[src/rtl/mem_port_arbiter.sv]
// Shares one cmd/rsp memory port between instruction fetch and data access,
// serialising each transaction into 34-bit command words and returning the response or a timeout.
module mem_port_arbiter #(
    parameter int TIMEOUT    = 255,
    parameter int STARVE_MAX = 4
) (
    input  logic        clk,
    input  logic        reset,
    input  logic        if_req,
    input  logic [31:0] if_addr,
    output logic        if_ack,
    output logic [31:0] if_rdata,
    output logic        if_err,
    input  logic        d_req,
    input  logic        d_we,
    input  logic [31:0] d_addr,
    input  logic [31:0] d_wdata,
    output logic        d_ack,
    output logic [31:0] d_rdata,
    output logic        d_err,
    output logic        cmd_stb,
    output logic [33:0] cmd_word,
    input  logic        cmd_busy,
    input  logic        rsp_stb,
    input  logic [33:0] rsp_word
);
    localparam int SW = (STARVE_MAX < 1) ? 1 : $clog2(STARVE_MAX + 1);
    localparam logic [SW-1:0] STARVE_LIM = SW'(STARVE_MAX);
    localparam logic [7:0]    TMO_LOAD   = 8'(TIMEOUT);

    typedef enum logic [2:0] {IDLE, RD_CMD, WR_ADR, WR_DAT, WAIT_RSP, DONE} state_t;

    state_t        state_q, state_d;
    logic [31:0]   addr_q, addr_d;
    logic [31:0]   wdata_q, wdata_d;
    logic          gnt_if_q, gnt_if_d;
    logic [SW-1:0] starve_q, starve_d;
    logic [7:0]    tmo_q, tmo_d;
    logic          cmd_stb_q, cmd_stb_d;
    logic [33:0]   cmd_word_q, cmd_word_d;
    logic          if_ack_q, if_ack_d, d_ack_q, d_ack_d;
    logic          if_err_q, if_err_d, d_err_q, d_err_d;
    logic [31:0]   if_rdata_q, if_rdata_d, d_rdata_q, d_rdata_d;

    logic          fetch_wins;
    logic          done_fire;
    logic [31:0]   done_data;
    logic          done_err;

    always_comb begin
        state_d    = state_q;
        addr_d     = addr_q;
        wdata_d    = wdata_q;
        gnt_if_d   = gnt_if_q;
        starve_d   = starve_q;
        tmo_d      = tmo_q;
        if_ack_d   = 1'b0;
        d_ack_d    = 1'b0;
        if_err_d   = if_err_q;
        d_err_d    = d_err_q;
        if_rdata_d = if_rdata_q;
        d_rdata_d  = d_rdata_q;
        done_fire  = 1'b0;
        done_data  = 32'h0;
        done_err   = 1'b0;

        // Data normally wins; a waiting fetch wins once data has had STARVE_MAX grants in a row.
        fetch_wins = if_req && (!d_req || (starve_q == STARVE_LIM));

        unique case (state_q)
            IDLE: begin
                if (!if_req) starve_d = '0;
                if (fetch_wins) begin
                    gnt_if_d = 1'b1;
                    addr_d   = if_addr;
                    starve_d = '0;
                    state_d  = RD_CMD;
                end else if (d_req) begin
                    gnt_if_d = 1'b0;
                    addr_d   = d_addr;
                    wdata_d  = d_wdata;
                    if (if_req) starve_d = starve_q + SW'(1);
                    state_d  = d_we ? WR_ADR : RD_CMD;
                end
            end
            RD_CMD: begin
                if (!cmd_busy) begin
                    state_d = WAIT_RSP;
                    tmo_d   = TMO_LOAD;
                end
            end
            WR_ADR: begin
                if (!cmd_busy) state_d = WR_DAT;
            end
            WR_DAT: begin
                if (!cmd_busy) begin
                    state_d = WAIT_RSP;
                    tmo_d   = TMO_LOAD;
                end
            end
            WAIT_RSP: begin
                // A response in the last counted cycle still beats the timeout.
                if (rsp_stb) begin
                    done_fire = 1'b1;
                    done_data = rsp_word[31:0];
                    done_err  = (rsp_word[33:32] != 2'b00);
                end else if (tmo_q <= 8'd1) begin
                    done_fire = 1'b1;
                    done_err  = 1'b1;
                    tmo_d     = 8'd0;
                end else begin
                    tmo_d = tmo_q - 8'd1;
                end
            end
            DONE: begin
                state_d = IDLE;
            end
            default: begin
                state_d = IDLE;
            end
        endcase

        if (done_fire) begin
            state_d = DONE;
            if (gnt_if_q) begin
                if_rdata_d = done_data;
                if_err_d   = done_err;
                if_ack_d   = 1'b1;
            end else begin
                d_rdata_d = done_data;
                d_err_d   = done_err;
                d_ack_d   = 1'b1;
            end
        end

        // Command outputs follow the next state so they are registered and stay put under stall.
        cmd_stb_d  = 1'b0;
        cmd_word_d = 34'h0;
        case (state_d)
            RD_CMD: begin
                cmd_stb_d  = 1'b1;
                cmd_word_d = {2'b01, addr_d};
            end
            WR_ADR: begin
                cmd_stb_d  = 1'b1;
                cmd_word_d = {2'b10, addr_d};
            end
            WR_DAT: begin
                cmd_stb_d  = 1'b1;
                cmd_word_d = {2'b11, wdata_d};
            end
            default: begin
                cmd_stb_d  = 1'b0;
            end
        endcase
    end

    always_ff @(posedge clk) begin
        if (reset) begin
            state_q    <= IDLE;
            addr_q     <= 32'h0;
            wdata_q    <= 32'h0;
            gnt_if_q   <= 1'b0;
            starve_q   <= '0;
            tmo_q      <= 8'd0;
            cmd_stb_q  <= 1'b0;
            cmd_word_q <= 34'h0;
            if_ack_q   <= 1'b0;
            d_ack_q    <= 1'b0;
            if_err_q   <= 1'b0;
            d_err_q    <= 1'b0;
            if_rdata_q <= 32'h0;
            d_rdata_q  <= 32'h0;
        end else begin
            state_q    <= state_d;
            addr_q     <= addr_d;
            wdata_q    <= wdata_d;
            gnt_if_q   <= gnt_if_d;
            starve_q   <= starve_d;
            tmo_q      <= tmo_d;
            cmd_stb_q  <= cmd_stb_d;
            cmd_word_q <= cmd_word_d;
            if_ack_q   <= if_ack_d;
            d_ack_q    <= d_ack_d;
            if_err_q   <= if_err_d;
            d_err_q    <= d_err_d;
            if_rdata_q <= if_rdata_d;
            d_rdata_q  <= d_rdata_d;
        end
    end

    assign cmd_stb  = cmd_stb_q;
    assign cmd_word = cmd_word_q;
    assign if_ack   = if_ack_q;
    assign if_rdata = if_rdata_q;
    assign if_err   = if_err_q;
    assign d_ack    = d_ack_q;
    assign d_rdata  = d_rdata_q;
    assign d_err    = d_err_q;

endmodule

[config.mk]
export PLATFORM = sky130hd
export DESIGN_NAME = mem_port_arbiter
export DESIGN_NICKNAME = d
export VERILOG_FILES = /design/src/rtl/mem_port_arbiter.sv
export SDC_FILE = /design/constraint.sdc
export NUM_CORES = 1
export LEC_CHECK = 0
export ABC_AREA = 0
export ABC_CLOCK_PERIOD_IN_PS = 7150
export CORE_ASPECT_RATIO = 1.2
export CORE_UTILIZATION = 35
export DETAILED_ROUTE_END_ITERATION = 8
export GPL_TIMING_DRIVEN = 0
export PLACE_DENSITY = 0.63
export SETUP_SLACK_MARGIN = 0.15
export SLEW_MARGIN = 20
export SYNTH_ARGS = -nofsm -noshare
export SYNTH_HDL_FRONTEND = slang
export SYNTH_SLANG_ARGS = --single-unit
[constraint.sdc]
create_clock -name clk -period 7.15 [get_ports clk]
set_clock_uncertainty 0.1 [all_clocks]
set_input_delay 1.43 -clock clk [delete_from_list [all_inputs] [get_ports clk]]
set_output_delay 1.43 -clock clk [all_outputs]
set_load 0.05 [all_outputs]
==> flow_summary_export.csv, run 1 <==
group,metric,value,unit
cells_and_area,area_growth,48.49,%
power_and_ir_drop,p_int,1.970,mW
clock_network,cts.htree.levels,4,
routing,drt-total-wl,20300,um
global_routing,grt_max_degree,20,
routing,final_antenna_net_count,0,
floorplanning,die_w,129.3,um
setup_path,timing_worst_setup_path_type,"in2reg",
placed_design,detailed_place.area,9497,um2
routing,post_drt_via_cell_ratio,4.980,
setup_path,critPathCaptureType,"flop",
worst_hold_path,hold_path_class,"reg2reg",
setup_path,critPathLaunch,"if_req",
flow_run,maxCapViolCount,0,
synthesis,synth_cell_types,50,
timing,grt_setup_unrepaired,"false",
cells_and_area,nets,1080,
setup_path,cp_data_arrival_time,3610,ps
routing,firstDrtPassIters,5,
cells_and_area,fin_area,10100,um2
power_and_ir_drop,power_density,294.2,nW/um2
global_routing,grt_pass1_vias,5970,
routing,drc,0,
power_and_ir_drop,p_comb_share,28.5,%
timing,fin_crit,3397,ps
cells_and_area,diodes,0,
clock_network,cts_tree,"yes",
synthesis,ys_async_sr_fraction,0,%
clock_network,clk_latency,430,ps
synthesis,synthesis.nets,824,
routing,dr_total_vias,6016,
power_and_ir_drop,pwr-share-clk,32.2,%
synthesis,synth_edf_count,0,
clock_network,root_buffer,"clkbuf_16",
timing,worst_slew_pin_slew,692.8,ps
synthesis,synth-seq-area-share,53.55,%
power_and_ir_drop,switching_power,1.002,mW
placed_design,gp_congestion,0.7734,
clock_network,numCtsBuffers,17,
cells_and_area,drive_gt1_share,9.349,%
floorplanning,rows,55,
timing,drv_slew,0,
clock_network,clkTransAtPathRegs,70,ps
clock_network,cts_hold_repair.buffers,0,
global_routing,grt_pass1_wl,30960,um
power_and_ir_drop,swShare,33.72,%
timing,hold_viol,0,
routing,initialDrtViolationCount,270,
timing,max_freq,0.2943,GHz
setup_path,cp_max_fo,10,
power_and_ir_drop,peakVddDrop,168.0,uV
placed_design,place_hpwl,14820,um
setup_path,worst_ep_required_time,7360,ps
global_routing,overflow,0,
synthesis,synth_area,6804,um2
timing,setup_viol,0,
power_and_ir_drop,seqPwrFrac,39.3,%
global_routing,antenna_found_initial,1,
worst_hold_path,worstHoldStart,"if_err",
cells_and_area,mostFrequentLayoutCells,"clkdlybuf4s50_1 (237), dfxtp_1 (182), nor2_1 (149)",
floorplanning,initial_core_util,35.95,%
clock_network,cts.sinks,182,
synthesis,synth_flop_cell,"dfxtp_1",
synthesis,ys_ff_latch,182,
timing,fin_crit_sh,47.52,%
placed_design,port_buffers,237,
floorplanning,io_pins,240,
setup_path,r2r_start,"starve_q[0]",
floorplanning,floorplan.die.height,154.7,um
global_routing,grt.total_usage,20.16,%
synthesis,synth_cells,683,
power_and_ir_drop,total_power,2.973,mW
synthesis,syn_avg_cell_area,9.962,um2
timing,tns,0,ps
timing,maxSlewHeadroom,53.61,%
synthesis,synth_warnings,0,
cells_and_area,final_common_cell,"clkdlybuf4s50_1",
floorplanning,die-area,20000,um2
clock_network,cts_resized,0,
clock_network,cts_buffer_depth,2,
status,outcome,"finished, final reports clean",
floorplanning,core_area,18920,um2
routing,wire_per_inst,16.80,um
setup_path,crit_path_start_kind,"input port",
clock_network,cts_setup_buffers,0,
power_and_ir_drop,p_leak,3.642,nW
-- worst paths after layout --
path / end / slack, ps / cells past startpoint
min reg2reg: if_err / 370 / 2
min: if_err / 370 / 2
max: cmd_word[3] / 3750 / 7
max reg2reg: cmd_word[3] / 4460 / 9
-- metrics by stage --
stage                     util [%]  hold WS, ps  instances  worst slack, ps
after global routing         53.39        407.8       1208             3628
final                        53.39        372.3       1208             3753
after global placement       50.18        343.4       1176             3264
after floorplan                  -        355.6        683             3877
after detailed placement     50.18        355.5       1176             3282
after CTS                    53.39        372.1       1208             3729
-- synthesized netlist by cell type, types with 2 or more instances --
cell type | instances | area share [%]
o22ai_1 | 37 | 3.4
and2_1 | 2 | 0.18
inv_1 | 5 | 0.28
o22a_1 | 32 | 4.1
nand3_1 | 2 | 0.15
nor3b_1 | 3 | 0.33
a22oi_1 | 66 | 7.3
o22ai_2 | 30 | 5.5
a21oi_1 | 10 | 0.74
clkbuf_1 | 42 | 2.3
nand3b_1 | 2 | 0.22
nor2_1 | 149 | 8.2
o21ai_0 | 11 | 0.81
ha_1 | 4 | 0.74
or2_2 | 2 | 0.18
and3_1 | 3 | 0.28
nor3_1 | 3 | 0.22
dfxtp_1 | 182 | 54
buf_1 | 2 | 0.11
buf_6 | 4 | 0.66
o31ai_1 | 3 | 0.33
mux2i_1 | 32 | 4.7
nand2b_1 | 2 | 0.18
or3_1 | 3 | 0.28
buf_2 | 12 | 0.88
o21a_1 | 2 | 0.22
nor4_1 | 2 | 0.18
nand2_1 | 14 | 0.77
-- logic make-up after synthesis --
logic type / synth area share [%]
buffers and inverters: 4.358
flip-flops: 53.55
adder cells (fa/ha/maj): 0.7356
AO/OA/AOI/OAI: 23.63
multiplexers: 5.039
AND/OR/NAND/NOR: 12.69
-- metal layers --
metal / GRT usage, % / up-vias / part of all wire [%]
met5: 0 / - / 0.064
met4: 4.986 / 2 / 0.98
met3: 7.679 / 20 / 9.3
met2: 34.64 / 215 / 47
met1: 23.29 / 2800 / 42
li1: - / 2979 / -
-- flip-flops by register name, indices dropped and copies added, names as in the netlist --
name      flops
cmd_word     34
addr_q       32
d_rdata      32
if_rdata     32
wdata_q      32
tmo_q         8
starve_q      3
state_q       3
cmd_stb       1
d_ack         1
d_err         1
gnt_if_q      1
if_ack        1
if_err        1
-- power by group through the flow --
stage	combinational (mW)	clock (mW)	sequential, mW
after global routing	0.906	1.02	1.18
after floorplan	0.384	0	1.37
after global placement	0.846	0	1.19
after CTS	0.853	0.979	1.17
final	0.847	0.957	1.17
after detailed placement	0.850	0	1.19
-- critical path, cell delays in order --
cell             delay (ps)
clkdlybuf4s50_1         530
nand2_1                 290
and3_1                  200
clkbuf_1                260
buf_2                   370
mux2i_1                 420
o22ai_2                 110
-- layout make-up --
type	instances	area (um2)
Buffer	61	277.8
Timing Repair Buffer	237	2372
Inverter	5	18.77
Multi-Input combinational cell	435	2864
Tap cell	256	320.3
Sequential cell	182	3643
Clock inverter	15	181.4
Fill cell	1773	8821
Clock buffer	17	425.4
Power figures use the tool's default switching activity.
==> run 2: changes to the inputs <==
--- a/config.mk
+++ b/config.mk
@@ -6,7 +6,7 @@
 export NUM_CORES = 1
 export LEC_CHECK = 0
 export ABC_AREA = 0
-export ABC_CLOCK_PERIOD_IN_PS = 7150
+export ABC_CLOCK_PERIOD_IN_PS = 3400
 export CORE_ASPECT_RATIO = 1.2
 export CORE_UTILIZATION = 35
 export DETAILED_ROUTE_END_ITERATION = 8
==> constraint.sdc (replaced) <==
create_clock -name clk -period 3.4 [get_ports clk]
set_clock_uncertainty 0.1 [all_clocks]
set_input_delay 0.68 -clock clk [delete_from_list [all_inputs] [get_ports clk]]
set_output_delay 0.68 -clock clk [all_outputs]
set_load 0.05 [all_outputs]
==> results of run 2 <==
The final DEF is identical to that of run 1. Status: finished, final reports clean.
Among the figures that moved: setup slack after placement 3282 ps -> 281.7 ps; setup slack after layout 3753 ps -> 713.0 ps; start point of the critical path if_req -> starve_q[0]; register-to-register setup slack 4460 ps -> 710 ps; total power 2.973 mW -> 6.252 mW; worst IR drop on VDD 168.0 uV -> 353.4 uV
